**src/rtl/idct_pkg.sv**
```systemverilog
// idct_pkg: shared IDCT defaults, lane counts and round/saturate helpers
package idct_pkg;
   localparam int W_DEF = 16;
   localparam int OW_DEF = 17;
   localparam int NPAIR_DEF = 4;
   localparam int ROWLEN_DEF = 8;
   localparam int ROW_LANES = 8;
   localparam int COL_LANES = 8;
   // Round-half-up arithmetic right shift; a zero shift passes x through
   function automatic logic signed [63:0] round_shift(input logic signed [63:0] x, input int shift);
      return shift > 0 ? (x + (64'sd1 <<< (shift - 1))) >>> shift : x;
   endfunction
   // Rounded value clamped to the signed range of an ow-bit result
   function automatic logic signed [63:0] sat_round(input logic signed [63:0] x, input int shift, input int ow);
      logic signed [63:0] r, hi;
      r = round_shift(x, shift);
      hi = (64'sd1 <<< (ow - 1)) - 64'sd1;
      return r > hi ? hi : r < -hi - 64'sd1 ? -hi - 64'sd1 : r;
   endfunction
   // True when sat_round would have to clamp x
   function automatic logic sat_hit(input logic signed [63:0] x, input int shift, input int ow);
      logic signed [63:0] r, hi;
      r = round_shift(x, shift);
      hi = (64'sd1 <<< (ow - 1)) - 64'sd1;
      return r > hi || r < -hi - 64'sd1;
   endfunction
endpackage

```
**src/rtl/idct_bfly_lane.sv**
```systemverilog
// idct_bfly_lane: one butterfly pair, full-precision S1 then round/saturate S2
module idct_bfly_lane
   import idct_pkg::*;
#(
   parameter int W = W_DEF,
   parameter int OW = OW_DEF,
   parameter int SHIFT = 0
) (
   input  logic          clk,
   input  logic          rst,
   input  logic          s1_en,
   input  logic          s2_en,
   input  logic [W-1:0]  a,
   input  logic [W-1:0]  b,
   input  logic          neg,
   output logic [OW-1:0] sum,
   output logic [OW-1:0] dif,
   output logic          sat
);
   logic signed [W:0] ax, bx, s1_sum, s1_dif;
   assign ax = {a[W-1], a};
   assign bx = {b[W-1], b};
   // Saturation status of the S1 contents, consumed when they move into S2
   assign sat = sat_hit(64'(s1_sum), SHIFT, OW) || sat_hit(64'(s1_dif), SHIFT, OW);
   // S1: W+1-bit sum and difference cannot overflow
   always_ff @(posedge clk) begin
      if (rst) begin
         s1_sum <= '0;
         s1_dif <= '0;
      end else if (s1_en) begin
         s1_sum <= ax + bx;
         s1_dif <= neg ? bx - ax : ax - bx;
      end
   end
   // S2: rounded, shifted and clamped results
   always_ff @(posedge clk) begin
      if (rst) begin
         sum <= '0;
         dif <= '0;
      end else if (s2_en) begin
         sum <= OW'(sat_round(64'(s1_sum), SHIFT, OW));
         dif <= OW'(sat_round(64'(s1_dif), SHIFT, OW));
      end
   end
endmodule

```
**src/rtl/idct_bfly_stage.sv**
```systemverilog
// idct_bfly_stage: NPAIR-wide two-stage butterfly with valid/ready and row framing
module idct_bfly_stage
   import idct_pkg::*;
#(
   parameter int W = W_DEF,
   parameter int OW = OW_DEF,
   parameter int NPAIR = NPAIR_DEF,
   parameter int SHIFT = 0,
   parameter int ROWLEN = ROWLEN_DEF
) (
   input  logic                clk,
   input  logic                rst,
   input  logic                in_valid,
   output logic                in_ready,
   input  logic [NPAIR*W-1:0]  in_a,
   input  logic [NPAIR*W-1:0]  in_b,
   input  logic [NPAIR-1:0]    in_neg,
   output logic                out_valid,
   input  logic                out_ready,
   output logic [NPAIR*OW-1:0] out_sum,
   output logic [NPAIR*OW-1:0] out_dif,
   output logic                out_last,
   output logic                sat_flag
);
   localparam int CW = ROWLEN > 1 ? $clog2(ROWLEN) : 1;
   logic s1_valid, s1_adv, s2_adv;
   logic [NPAIR-1:0] lane_sat;
   logic [CW-1:0] cnt;
   assign s2_adv = !out_valid || out_ready;
   assign s1_adv = !s1_valid || s2_adv;
   assign in_ready = s1_adv;
   assign out_last = out_valid && cnt == CW'(ROWLEN - 1);
   for (genvar i = 0; i < NPAIR; i++) begin : g_lane
      idct_bfly_lane #(.W(W), .OW(OW), .SHIFT(SHIFT)) u_lane (
         .clk(clk),
         .rst(rst),
         .s1_en(s1_adv && in_valid),
         .s2_en(s2_adv && s1_valid),
         .a(in_a[i*W +: W]),
         .b(in_b[i*W +: W]),
         .neg(in_neg[i]),
         .sum(out_sum[i*OW +: OW]),
         .dif(out_dif[i*OW +: OW]),
         .sat(lane_sat[i])
      );
   end
   // Pipeline occupancy, output beat counter and sticky saturation flag
   always_ff @(posedge clk) begin
      if (rst) begin
         s1_valid <= 1'b0;
         out_valid <= 1'b0;
         cnt <= '0;
         sat_flag <= 1'b0;
      end else begin
         if (s1_adv) s1_valid <= in_valid;
         if (s2_adv) out_valid <= s1_valid;
         if (out_valid && out_ready) cnt <= cnt == CW'(ROWLEN - 1) ? '0 : cnt + 1'b1;
         if (s2_adv && s1_valid && |lane_sat) sat_flag <= 1'b1;
      end
   end
endmodule

```
**config.mk**
```make
export PLATFORM = sky130hd
export DESIGN_NAME = idct_bfly_stage
export DESIGN_NICKNAME = d
export VERILOG_FILES = /design/src/rtl/idct_pkg.sv /design/src/rtl/idct_bfly_lane.sv /design/src/rtl/idct_bfly_stage.sv
export SDC_FILE = /design/constraint.sdc
export NUM_CORES = 1
export LEC_CHECK = 0
export BUFFER_PORTS_ARGS = -buffer_cell sky130_fd_sc_hd__buf_2
export CAP_MARGIN = 10
export CORE_ASPECT_RATIO = 1.75
export CORE_MARGIN = 2
export CORE_UTILIZATION = 35
export CTS_BUF_LIST = sky130_fd_sc_hd__clkbuf_8
export DETAILED_ROUTE_END_ITERATION = 10
export PLACE_DENSITY = 0.52
export REMOVE_ABC_BUFFERS = 1
export SKIP_LAST_GASP = 1
export SYNTH_ARGS = -nofsm -noshare
export SYNTH_HDL_FRONTEND = slang
export SYNTH_SLANG_ARGS = --single-unit
```
**constraint.sdc**
```tcl
create_clock -name clk -period 2.95 [get_ports clk]
set_input_delay 0.1475 -clock clk [delete_from_list [all_inputs] [get_ports clk]]
set_output_delay 0.1475 -clock clk [all_outputs]
set_load 0.01 [all_outputs]
```
==> metrics.md, run 1 <==
| Metric | Value |
|---|---|
| CTS max path bufs | `3` |
| Net Sw Frac | `32.9%` |
| Mapped cell area | `18800 um^2` |
| CP arrival | `3.10 ns` |
| Vias per cell | `5.31` |
| FF+latch count, synth | `274` |
| Post-CTS Setup Bufs | `0` |
| Final Hold Violating Endpoints | `0` |
| Warnings, synthesis | `0` |
| Crit path launch type | `input pin` |
| Psw | `3.66 mW` |
| CTS HTree Levels | `2` |
| Worst setup path class | `input pin to flop` |
| Outcome | `finished clean` |
| WHS | `0.0445 ns` |
| Max Freq | `0.387 GHz` |
| Setup ws final | `0.366 ns` |
| Worst EP required | `3.47 ns` |
| Total power | `11.1 mW` |
| Leak | `9.88 nW` |
| CTS sink count | `274` |
| Drt first-iter violations | `864` |
| Max-cap violations | `0` |
| Max Used Layer | `met5` |
| Synth top area share | `29.2%` |
| Via count of the first global-routing pass | `18.5k` |
| CP Max Fanout | `4` |
| Starting Density | `35.3%` |
| Power per cell area | `504 nW/um^2` |
| Gr ovfl total | `0` |
| Fin. max-slew vios | `0` |
| Avg WL per Cell | `18.5 um` |
| Hold crit path type | `input pin to flop` |
| EDFF count, synth | `0` |
| Worst-Margin Slew | `0.787 ns` |
| Clock skew | `0.0305 ns` |
| Peak VDD IR | `0.325 mV` |
| Final setup violation count | `0` |
| Synth cell types | `86` |
| Met3 routed WL | `3230 um` |
| Cells after DPL | `3327` |
| Largest net degree at the start of global routing | `125` |
| Slew margin rel. | `47.4%` |
| Drt pass-1 iters | `5` |
| RePlAce Congestion | `0.924` |
| CTS tree | `done` |
| Detailed-route via count | `18.2k` |
| Seq pwr share | `37.0%` |
| Worst-Skew Late Latency | `0.64 ns` |
| Worst setup path start | `in_b[16]` |
| Met2 WL post-DR | `32600 um` |
| Die area | `55600 um^2` |
| Worst r2r path cells | `9` |
| Post-synth ARST share | `0%` |
| Hold Path Depth | `4` |
| Antenna Nets Post-Route | `0` |
| Avg Cell Area, Syn | `7.58 um^2` |
| Row Count | `112` |
| Fin cells | `3433` |
| Clock Power Share | `38.0%` |
| Area grow syn2layout | `17.5%` |
| Die Wd | `179 um` |
| RSZ-0062 raised after global routing | `no` |
| Internal power | `7.47 mW` |
| Multi-input logic area | `12000 um^2` |
| Tmin final | `2.58 ns` |
| I/O pins | `276` |
| Fill cells | `5651` |
| IO Port Bufs | `275` |
| Top cells by count, synth | `nand2_1, a21oi_1, dfxtp_1` |
| Yosys top cell by area | `dfxtp_1` |
| Metal-1 WL | `24000 um` |
| Post-synthesis sequential area ratio | `29.2%` |
| DRC viols | `0` |
| First-pass GRT wire length | `99700 um` |
| Fraction of layout cells with a size suffix above 1 | `16.3%` |
| Reg area | `5490 um^2` |
| Synth area leaders | `dfxtp_1, ha_1, nand2_1, a21oi_1, inv_1` |
| Total track usage | `22.6%` |
| Chip Height | `311 um` |
| CTS clk-pin slew, worst paths | `0.06 ns` |
| Dominant synthesized flop cell | `dfxtp_1` |
| Worst Setup End Kind | `flop` |
| Hold Startpoint | `in_a[33]` |
| Total wire length | `63600 um` |
| Clk root buf | `clkbuf_8` |
| Final nets | `3052` |
| Initial antenna violation count | `7` |
| Hpwl dp | `48300 um` |
| Post-place setup slack | `0.414 ns` |
| Crit share post-route | `87.6%` |
| Logic pwr share | `25.0%` |
| CTS buffer count | `49` |
| Most frequent cell after synthesis | `nand2_1` |
| Core area | `53300 um^2` |
| Gate Count Post-Synth | `2479` |
| Critical R2R Launch | `out_valid` |
-- critical path, cell delays in order --
cell           delay [ns]
dlygate4sd3_1        0.56
buf_2                0.14
inv_1                0.04
ha_1                 0.21
fa_1                 0.41
nor2b_1              0.13
o21ai_0              0.09
a21oi_1              0.35
o31ai_1              0.19
nor3_1               0.40
a311oi_1             0.18
a221o_1              0.28
-- flip-flops by register name, summed over array words and instances (netlist names) --
name / cells
cnt: 3
g_lane.u_lane.dif: 68
g_lane.u_lane.s1_dif: 68
g_lane.u_lane.s1_sum: 64
g_lane.u_lane.sum: 68
out_valid: 1
s1_valid: 1
sat_flag: 1
-- through the flow --
stage	setup TNS [ns]	utilization, %	instance area [um^2]
after floorplan	-853.82	-	18200
after global placement	0	39.1	20800
after detailed placement	0	39.1	20800
after CTS	0	41.4	22100
after global routing	0	41.5	22100
final	0	41.5	22100
-- cell usage in the layout, fill, tap and decap left out, types with 43 or more instances in the layout --
| master | n |
|---|---|
| a211oi_1 | 62 |
| a21oi_1 | 301 |
| buf_2 | 274 |
| clkbuf_8 | 63 |
| dfxtp_1 | 274 |
| ha_1 | 198 |
| inv_1 | 204 |
| nand2_1 | 403 |
| nand3_1 | 43 |
| nor2_1 | 169 |
| nor3_1 | 44 |
| o21ai_0 | 94 |
| xnor2_1 | 68 |
-- logic make-up after synthesis --
kind of cell	count (synthesis)	share of synthesized area, %
xor+xnor	74	3.45
simple gates	828	19.6
fa+ha+maj	210	14.5
flops	274	29.2
mux	30	1.64
buf+inv	352	7.40
compound gates	711	24.3
-- worst paths after layout --
| kind | to | slack (ns) |
|---|---|---|
| max | g_lane[1].u_lane.s1_dif[16] | 0.37 |
| min | g_lane[2].u_lane.s1_sum[1] | 0.04 |
| max reg2reg | g_lane[0].u_lane.s1_dif[11] | 0.75 |
| min reg2reg | g_lane[0].u_lane.sum[1] | 0.44 |
-- cell type report --
cell class | count | share of cell area [%]
well taps | 684 | 3.88
repair buffers | 328 | 8.50
clock buffers | 62 | 3.87
clock inverters | 30 | 1.35
diodes | 2 | 0.0227
inverters | 200 | 3.40
multi-input cells | 1853 | 54.1
flip-flops and latches | 274 | 24.8
-- layer usage --
metal	track usage (%)	vias to the layer above
met5	0	-
met4	12.8	12
met3	3.90	176
met2	41.5	518
met1	23.8	8481
li1	-	9030
-- power by group through the flow --
stage | combinational [mW] | sequential, mW | clock [mW]
4_1_cts | 2.79 | 4.11 | 4.39
6_report | 2.79 | 4.11 | 4.23
5_1_grt | 3.10 | 4.14 | 4.54
2_1_floorplan | 1.78 | 4.18 | 0
3_5_place_dp | 2.76 | 4.19 | 0
3_3_place_gp | 2.73 | 4.19 | 0
-- repair_timing --
item                                   CTS  global route
endpoints found under the hold margin   17             0
resized for setup                        0             0
hold buffers                            12             0
Power figures use the tool's default switching activity.
==> run 2: changes to the inputs <==
clock period = 3 ns   (was 2.95 ns; I/O delays follow)
==> metrics.md, run 2 (same netlist as run 1, synthesis figures left out) <==
| Metric | Value |
|---|---|
| Largest net degree at the start of global routing | `152` |
| Worst-Margin Slew | `0.899 ns` |
| Crit share post-route | `83.9%` |
| First-pass GRT wire length | `97700 um` |
| Worst r2r path cells | `8` |
| RSZ-0062 raised after global routing | `no` |
| Max stage delay cell, worst path | `dlygate4sd3_1` |
| Slew margin rel. | `39.9%` |
| Clk root buf | `clkbuf_8` |
| DRC viols | `0` |
| Outcome | `finished clean` |
| Worst-Skew Late Latency | `0.62 ns` |
| Detailed-route via count | `18.3k` |
| Most frequent cells in the layout | `nand2_1, a21oi_1, dfxtp_1, buf_2, inv_1` |
| Top Registers | `g_lane.u_lane.dif (68), g_lane.u_lane.s1_dif (68), g_lane.u_lane.sum (68)` |
| Peak VDD IR | `0.318 mV` |
| Row Count | `112` |
| CTS HTree Levels | `2` |
| Clock skew | `0.0446 ns` |
| Crit path buf inv count | `3` |
| Die Wd | `179 um` |
| Power per cell area | `475 nW/um^2` |
| Initial antenna violation count | `7` |
| CTS clk-pin slew, worst paths | `0.07 ns` |
| Max Freq | `0.397 GHz` |
| CTS buffer count | `46` |
| Max-cap violations | `0` |
| CP cell instances | `dlygate4sd3_1 -> buf_2 -> inv_1 -> ha_1 -> fa_1 -> nor2b_1 -> o21ai_0 -> a21oi_1 -> o31ai_1 -> nor3_1 -> a311oi_1 -> a221o_1` |
| CP Max Fanout | `4` |
| Setup Total Neg Slack | `0 ns` |
| Antenna Nets Post-Route | `0` |
| Die area | `55600 um^2` |
| Drt pass-1 iters | `5` |
| CP top delay family | `compound AO/OA/AOI/OAI gates` |
| Worst setup path class | `input pin to flop` |
| CTS tree | `done` |
| Gr ovfl total | `0` |
| I/O pins | `276` |
| Hold crit path type | `input pin to flop` |
| Worst EP required | `3.47 ns` |
| Post-CTS Setup Bufs | `0` |
| Avg WL per Cell | `18.6 um` |
| FF-to-FF setup slack | `0.51 ns` |
| CP arrival | `2.99 ns` |
| Drt first-iter violations | `810` |
| Area grow syn2layout | `15.9%` |
| Hold Path Depth | `2` |
| CTS sink count | `274` |
| Vias per cell | `5.36` |
| Critical path depth | `12` |
| Post-route cell area | `21800 um^2` |
| Final setup violation count | `0` |
| Hpwl dp | `47600 um` |
| Final Hold Violating Endpoints | `0` |
| Leak | `9.75 nW` |
| RePlAce Congestion | `0.893` |
| Fraction of layout cells with a size suffix above 1 | `15.5%` |
| Chip Height | `311 um` |
| CTS max path bufs | `3` |
| Crit path launch type | `input pin` |
| Tmin final | `2.52 ns` |
| Via count of the first global-routing pass | `17.9k` |
| Most common library cell in the layout ignoring fill and taps | `nand2_1` |
| Fin. max-slew vios | `0` |
| Final nets | `3038` |
| Total wire length | `63300 um` |
| Core area | `53300 um^2` |
| Slowest stage delay, CP | `0.56 ns` |
| Worst Setup End Kind | `flop` |
| Dpl cell area | `20700 um^2` |
| IO Port Bufs | `275` |
| Total track usage | `22.1%` |
| Starting Density | `35.3%` |
| Post-CTS Resized | `0` |
run 2: cell count changes in the layout (fill, tap and decap cells not counted), sizes merged, moves of 3 or more:
cell / previous run / this run
bufinv: 6 / 3
inv: 208 / 215
clkbuf: 63 / 56
clkinv: 12 / 8
clkinvlp: 4 / 1
buf: 315 / 306
run 2: repair_timing:
action	4_1_cts	5_1_grt
hold endpoints to repair	9	0
endpoints found under the setup margin	0	0
hold buffers	10	0
run 2: per-stage QoR:
stage | hold WS (ns) | power [mW] | std cells | utilization [%] | setup slack (ns)
floorplan | 0.215 | 5.86 | 2327 | - | -6.42
global placement | 0.437 | 6.79 | 3318 | 38.9 | 0.429
detailed placement | 0.435 | 6.83 | 3318 | 38.9 | 0.313
CTS | 0.0249 | 10.5 | 3410 | 40.9 | 0.444
global route | 0.0595 | 10.9 | 3412 | 40.9 | 0.246
finish | 0.0366 | 10.3 | 3412 | 40.9 | 0.484
run 2: final timing paths:
check / start / endpoint
hold reg to reg: g_lane[3].u_lane.s1_sum[5] / g_lane[3].u_lane.sum[5]
hold / removal: rst / g_lane[3].u_lane.sum[12]
setup / recovery: in_b[16] / g_lane[1].u_lane.s1_dif[16]
setup reg to reg: out_valid / g_lane[0].u_lane.s1_dif[11]
run 2: power breakdown:
| part | switching (mW) | internal (mW) | total (mW) |
|---|---|---|---|
| Sequential | 0.140 | 3.90 | 4.04 |
| Combinational | 1.69 | 1.04 | 2.73 |
| Clock | 1.65 | 1.92 | 3.57 |
| Total | 3.48 | 6.86 | 10.3 |
run 2: metal layers:
layer  part of all wire [%]  GRT usage (%)  wire length (um)  up-vias
li1                       -              -                 -     8983
met1                     38           23.9             24100     8568
met2                     51           40.2             32300      550
met3                    5.0           3.34              3190      162
met4                    5.7           12.2              3620       10
met5                  0.081              0                51        -
run 2: final cells by class:
| type | instances | area, um^2 |
|---|---|---|
| diodes | 2 | 5.00 |
| clock buffers | 55 | 757 |
| clock inverters | 27 | 195 |
| fillers | 5661 | 31500 |
| inverters | 200 | 751 |
| multi-input cells | 1853 | 12000 |
| flip-flops and latches | 274 | 5490 |
| well taps | 684 | 856 |
| repair buffers | 317 | 1780 |
